File: src/rtl/bcd_pkg.sv
// Shared types and helpers for the BCD-to-binary converter slice.
package bcd_pkg;

  // Converter sequencing states
  typedef enum logic [1:0] {
    IDLE,
    SHIFT,
    FINISH
  } state_t;

  // Width of one packed BCD digit
  localparam int BCD_DIGIT_W = 4;

  // A BCD digit is legal only in the range 0..9
  function automatic logic is_valid_bcd_digit(input logic [BCD_DIGIT_W-1:0] digit);
    return (digit <= 4'd9);
  endfunction

endpackage

File: src/rtl/module_sub3.sv
// Per-digit correction step of reverse double-dabble: digits that reach 8 or
// more after the right shift get 3 removed so they stay valid BCD.
module module_sub3
  import bcd_pkg::*;
(
  input  logic [BCD_DIGIT_W-1:0] i_digit,
  output logic [BCD_DIGIT_W-1:0] o_digit
);

  assign o_digit = (i_digit >= 4'd8) ? (i_digit - 4'd3) : i_digit;

endmodule

File: src/rtl/module_bcd_to_binary.sv
// Iterative BCD-to-binary converter: one right shift plus per-digit
// correction per clock, 4*NUM_DIGITS shifts per conversion, start/done
// handshake and an error flag for digits above 9.
module module_bcd_to_binary
  import bcd_pkg::*;
#(
  parameter int NUM_DIGITS = 3,
  parameter int BIN_W      = 10
) (
  input  logic                            clk,
  input  logic                            rst,
  input  logic                            START,
  input  logic [BCD_DIGIT_W*NUM_DIGITS-1:0] BCD_IN,
  output logic [BIN_W-1:0]                BIN_OUT,
  output logic                            BUSY,
  output logic                            DONE,
  output logic                            ERROR
);

  localparam int BCD_W = BCD_DIGIT_W * NUM_DIGITS;
  // The binary half is as wide as the digit half so that every bit shifted
  // out of the digits is kept; the low BIN_W bits are the result.
  localparam int SR_W  = 2 * BCD_W;
  localparam int CNT_W = $clog2(BCD_W + 1);
  localparam logic [CNT_W-1:0] LAST_SHIFT = CNT_W'(BCD_W - 1);
  localparam logic [63:0] MAX_DEC = 64'(10 ** NUM_DIGITS) - 64'd1;

  // The largest decimal input must be representable on BIN_OUT
  if ((64'd1 << BIN_W) <= MAX_DEC) begin : g_bin_w_check
    $error("BIN_W too small to hold 10**NUM_DIGITS-1");
  end

  state_t           r_state;
  state_t           w_next_state;
  logic [SR_W-1:0]  r_shift;
  logic [SR_W-1:0]  w_shifted;
  logic [SR_W-1:0]  w_corrected;
  logic [CNT_W-1:0] r_count;
  logic [BIN_W-1:0] r_bin;
  logic             r_error;
  logic             w_all_valid;
  logic             w_last_shift;

  // Flag the input as convertible only when every digit is 0..9
  always_comb begin
    w_all_valid = 1'b1;
    for (int i = 0; i < NUM_DIGITS; i++) begin
      if (!is_valid_bcd_digit(BCD_IN[i*BCD_DIGIT_W +: BCD_DIGIT_W])) begin
        w_all_valid = 1'b0;
      end
    end
  end

  assign w_shifted    = r_shift >> 1;
  assign w_last_shift = (r_count == LAST_SHIFT);
  assign w_corrected[BCD_W-1:0] = w_shifted[BCD_W-1:0];

  for (genvar g = 0; g < NUM_DIGITS; g++) begin : g_sub3
    module_sub3 u_sub3 (
      .i_digit (w_shifted[BCD_W + g*BCD_DIGIT_W +: BCD_DIGIT_W]),
      .o_digit (w_corrected[BCD_W + g*BCD_DIGIT_W +: BCD_DIGIT_W])
    );
  end

  // State register
  always_ff @(posedge clk) begin
    if (rst) begin
      r_state <= IDLE;
    end else begin
      r_state <= w_next_state;
    end
  end

  // Next-state decode and the BUSY/DONE status outputs
  always_comb begin
    w_next_state = r_state;
    BUSY         = 1'b0;
    DONE         = 1'b0;
    case (r_state)
      IDLE: begin
        if (START) begin
          w_next_state = w_all_valid ? SHIFT : FINISH;
        end
      end
      SHIFT: begin
        BUSY = 1'b1;
        if (w_last_shift) begin
          w_next_state = FINISH;
        end
      end
      FINISH: begin
        BUSY         = 1'b1;
        DONE         = 1'b1;
        w_next_state = IDLE;
      end
      default: begin
        w_next_state = IDLE;
      end
    endcase
  end

  // Datapath: load on accept, shift/correct while converting, capture result
  always_ff @(posedge clk) begin
    if (rst) begin
      r_shift <= '0;
      r_count <= '0;
      r_bin   <= '0;
      r_error <= 1'b0;
    end else begin
      case (r_state)
        IDLE: begin
          if (START) begin
            if (w_all_valid) begin
              r_shift <= {BCD_IN, {BCD_W{1'b0}}};
              r_count <= '0;
              r_error <= 1'b0;
            end else begin
              r_bin   <= '0;
              r_error <= 1'b1;
            end
          end
        end
        SHIFT: begin
          r_shift <= w_corrected;
          r_count <= r_count + CNT_W'(1);
          if (w_last_shift) begin
            r_bin <= BIN_W'(w_corrected[BCD_W-1:0]);
          end
        end
        default: begin
        end
      endcase
    end
  end

  assign BIN_OUT = r_bin;
  assign ERROR   = r_error;

endmodule

File: config.mk
export PLATFORM = sky130hd
export DESIGN_NAME = module_bcd_to_binary
export DESIGN_NICKNAME = d
export VERILOG_FILES = /design/src/rtl/bcd_pkg.sv /design/src/rtl/module_sub3.sv /design/src/rtl/module_bcd_to_binary.sv
export SDC_FILE = /design/constraint.sdc
export NUM_CORES = 1
export LEC_CHECK = 0
export BUFFER_PORTS_ARGS = -buffer_cell sky130_fd_sc_hd__buf_2
export CAP_MARGIN = 40
export CORE_ASPECT_RATIO = 1.1
export CORE_MARGIN = 4
export CORE_UTILIZATION = 25
export DETAILED_ROUTE_END_ITERATION = 12
export HOLD_SLACK_MARGIN = 0.06
export MAX_ROUTING_LAYER = met4
export PLACE_DENSITY_LB_ADDON = 0.3
export SLEW_MARGIN = 15
export SYNTH_ARGS = -nofsm -noshare
export SYNTH_HDL_FRONTEND = slang
export SYNTH_HIERARCHICAL = 1
export SYNTH_SLANG_ARGS = --single-unit
File: constraint.sdc
create_clock -name clk -period 4.3 [get_ports clk]
set_clock_uncertainty 0.15 [all_clocks]
set_input_delay 0.215 -clock clk [delete_from_list [all_inputs] [get_ports clk]]
set_output_delay 0.215 -clock clk [all_outputs]
set_load 0.02 [all_outputs]
# Word-level counts from Yosys, hierarchy flattened
# Cells that the tools add are included.
# op_classes
reduce_logical,7
eq_ne,7
mux,23
order_cmp,6
addsub,4
# op_table
op,n
24-bit two-way mux,2
24-bit case mux with 2 select lines,1
10-bit two-way mux,3
4-bit two-way mux,5
10-bit case mux with 2 select lines,1
4-bit less-or-equal comparator (second input constant),3
4-bit greater-or-equal comparator (second input constant),2
2-bit != test (second input constant),4
4-bit case mux with 2 select lines,1
4-bit by 2-bit subtractor with 4-bit output (second input constant),2
1-bit two-way mux,6
2-bit two-way mux,3
4-bit by 1-bit adder with 4-bit output (second input constant),1
4-bit equality test (second input constant),1
3-bit by 4-bit greater-or-equal comparator with 1-bit output (second input constant),1
2-bit case mux with 2 select lines,1
2-bit AND reduction,2
4-bit AND reduction,1
3-bit by 2-bit subtractor with 4-bit output (second input constant),1
3-bit AND reduction,1
2-bit by 1-bit equality test with 1-bit output (second input constant),1
2-bit equality test (second input constant),1
2-bit zero test,1
2-bit nonzero test,1
2-bit OR reduction,1
# word_totals
input_bits,15
out_inout_bits,13
ff_bits,41
wordCells,52

# Logic depth before layout (Yosys ltp)
# depth
ltp_word,7
mapped_depth,10
ltp_nobuf,6

# Modules after synthesis
# The synthesis kept the hierarchy.
# modules_own_cells
mod,seq_area_each_um2,cells_per_inst,instances,area_per_inst_um2
module_bcd_to_binary,800.8,232,1,2028.2
module_sub3,0.0,11,3,76.3

# Worst setup path after synthesis
# No wires, ideal clock.
# synth_timing
path_kind,reg-to-reg
start,register r_state[0]
end,register r_shift[13]
t_arrival_ns,1.640
t_required_ns,4.005
synth_period_minus_slack_ns,1.934
path_buffers,4
setup_time_ns,0.145
path_slack_ns,2.366
stages_incl_launch_ff,11
cell_sequence,dfxtp_1 inv_1 ha_1 buf_4 and2_1 buf_6 a41o_1 buf_4 buf_4 nor2_1 a211oi_2
# synth_via
elab_chain_len,3
word_cells_on_any_way,7
classes_between,eq/ne: 3; mux: 1; reduce/logical: 3
# synth_lines
element,line,rtl
"start, declared",module_bcd_to_binary.sv:33,state_t r_state;
"start signal, assigned",module_bcd_to_binary.sv:70,r_state <= w_next_state;
2-bit by 1-bit equality test with 1-bit output or 2-bit zero test (tied branches),module_bcd_to_binary.sv:110,case (r_state)
2-bit nonzero test (no line) or 2-bit != test (tied branches),-,
3-bit AND reduction (no line),-,
"end signal, assigned",module_bcd_to_binary.sv:114,"r_shift <= {BCD_IN, {BCD_W{1'b0}}};"
"end signal, assigned",module_bcd_to_binary.sv:124,r_shift <= w_corrected;
"end, declared",module_bcd_to_binary.sv:35,logic [SR_W-1:0] r_shift;
# Parallel ways exist; a longest one is shown, timed or not.
# A chain may end at the register's enable or synchronous reset.

# Worst setup path after layout
# layout_timing
start,register r_state[0]
end,register r_shift[23]
# The elaborated chain is that of the path after synthesis.

==> metrics.txt <==
outcome=finished clean; global-route wire length before repair=9080 um; Post-Place Cells=395; hold_sp=rst; DP Area=2480 um2; Hold WC Path Type=in2reg; Final Net Count=313; slowest stage delay, CP=0.65 ns; Buffers on Ports=27; sequential share of power=47.6%; Detailed Routing Iterations Pass 1=4; capturing element type of the critical path=flip-flop; Routed WL=5020 um; Die X=98.6 um; Worst Path Max Fanout=20; ant diodes=0; crit path launch type=flip-flop; worst skew pair latency=0.29 ns; GRT Total Usage=10.6%; leading cell types in the layout, fill and taps excluded=nand2_1, dfxtp_1, buf_2; Post-DP HPWL=3560 um; CTS tree=built; via count=1865; FF-to-FF Start=r_state[0]; antenna violations before repair=0; unrepaired setup endpoints after global routing=false; Root Driver=clkbuf_8; design area=2580 um2; kind of critical path=reg2reg; clock share of power=36.3%; Mapped Area=2260 um2; Final Max Tran Viols=0; core area=8830 um2; dpl ws=1.51 ns; clk buf depth=2; GRT Residual Overflow=0; CTS buffer count=5; P_leak=0.000876 uW; initial core utilization=25.6%; Slew HR=50.3%; count of different cell masters after synthesis=40; vias in the first global route=1846; CP max stage cell=a41o_1; # DRC=0; WP data arrival=2.82 ns; Layout Cells excl Fill=403; H-Tree Level Count=2; area grow syn2layout=14.5%; die area=10600 um2; Required @ worst endpoint=4.37 ns; Final Total Pwr=831 uW; row count=36; Int Pwr=606 uW; final worst-path cycle share=64.1%; Post-DRT Antenna Nets=0; Yosys warnings=6; commonest non-fill, non-tap cell in the layout=nand2_1; switching power=225 uW; clock slew at reported path FFs=0.08 ns; gpl congestion=0.765; Logic pwr share=16.1%; register area share after synthesis=35.5%; DRT iter0 DRCs=73; layout cells sized above 1=19.0%; pin count of the biggest net entering global routing=35; FMAX=363 MHz; Final min period=2.75 ns; hold-fix buffers at CTS=0; Yosys reg bits=40; critical path cell sequence=inv_1 > ha_1 > and2b_1 > a41o_1 > buf_4 > nor2_1 > a211oi_2; final setup TNS=0 ns; Post-Synthesis Cells=265; WL/cell=12.4 um; Top-Level Pins=28; clock sinks=40; Worst setup startpoint=r_state[0]; maximum vdd ir drop=0.000103 V; sw frac=27.0%; fin worst setup slack=1.55 ns; P per Cell Area=321 nW/um2; # setup viols final=0; Post-Syn Area per Cell=8.52 um2; Max-Cap Viols=0; Die H=108 um; Fin. Hold Viols=0; Post-CTS Resized=0; vias per cell=4.63; worst slew pin tran=0.744 ns; Post-CTS Setup Bufs=0
through the flow:
| stage | util (%) | hold WS, ns |
|---|---|---|
| 2_1_floorplan | - | 0.282 |
| 3_3_place_gp | 27.8 | 0.300 |
| 3_5_place_dp | 28.1 | 0.301 |
| 4_1_cts | 29.3 | 0.124 |
| 5_1_grt | 29.3 | 0.132 |
| 6_report | 29.3 | 0.123 |
Yosys cell counts, drive strengths merged:
master / n / area [um2]
a41o: 1 / 10.0
a311oi: 1 / 15.0
a21oi: 19 / 95.1
nand2b: 3 / 18.8
nor2b: 5 / 31.3
nand2: 49 / 184
mux2i: 12 / 120
mux2: 2 / 22.5
o21ai: 7 / 35.0
a211oi: 13 / 158
o41ai: 2 / 36.3
nand3b: 2 / 15.0
o21a: 3 / 30.0
conb: 1 / 3.75
nor2: 15 / 56.3
buf: 12 / 85.1
and3b: 1 / 8.76
nor3: 3 / 15.0
dfxtp: 40 / 801
nand3: 25 / 125
a32oi: 1 / 8.76
a41oi: 11 / 104
xor2: 3 / 26.3
ha: 10 / 125
inv: 9 / 33.8
and2b: 1 / 7.51
and2: 2 / 12.5
a21o: 1 / 7.51
xnor2: 3 / 26.3
a222oi: 1 / 10.0
clkbuf: 6 / 22.5
nor3b: 1 / 7.51
registers in the layout, indices dropped and copies added (netlist names):
name,cells
r_count,4
ERROR,1
BIN_OUT,10
r_shift,23
r_state,2
path summary, 6_finish.rpt:
check | end | slack, ns | cells after the start
worst max register to register | r_shift[23] | 1.55 | 7
worst min-delay path | r_count[3] | 0.12 | 2
worst min register to register | r_shift[11] | 0.31 | 2
worst max-delay path | r_shift[23] | 1.55 | 7
critical path: cells and delay by family, from the launching register on:
| family | cells | cell delay (ns) |
|---|---|---|
| compound gates | 2 | 0.83 |
| fa+ha+maj | 1 | 0.29 |
| buf+inv | 2 | 0.43 |
| flops | 1 | 0.33 |
| simple gates | 2 | 0.64 |
layer usage:
metal | track usage, % | wire (um) | up-vias
li1 | - | - | 972
met1 | 14.9 | 2540 | 857
met2 | 15.4 | 2220 | 30
met3 | 2.53 | 206 | 6
met4 | 2.63 | 51 | 0
met5 | - | 0 | -
layout make-up:
class	count	area, um2
flip-flops and latches	40	801
fillers	978	6240
well taps	114	143
clock inverters	2	35.0
repair buffers	30	170
inverters	9	33.8
clock buffers	6	72.6
multi-input cells	202	1330
power by group through the flow:
stage	clock, uW	combinational [uW]	sequential (uW)
floorplan	0	109	402
global placement	0	132	404
detailed placement	0	136	404
CTS	314	136	396
global route	334	152	398
finish	301	134	395
kinds of logic after synthesis:
logic type	after synthesis	synth area share [%]
compound gates	60	22.6
flops	40	35.5
other cells	1	0.166
fa+ha+maj	10	5.54
xor+xnor	6	2.33
simple gates	107	21.3
mux	14	6.32
buf+inv	27	6.26
Note: power is estimated with default switching activity, not from simulation.
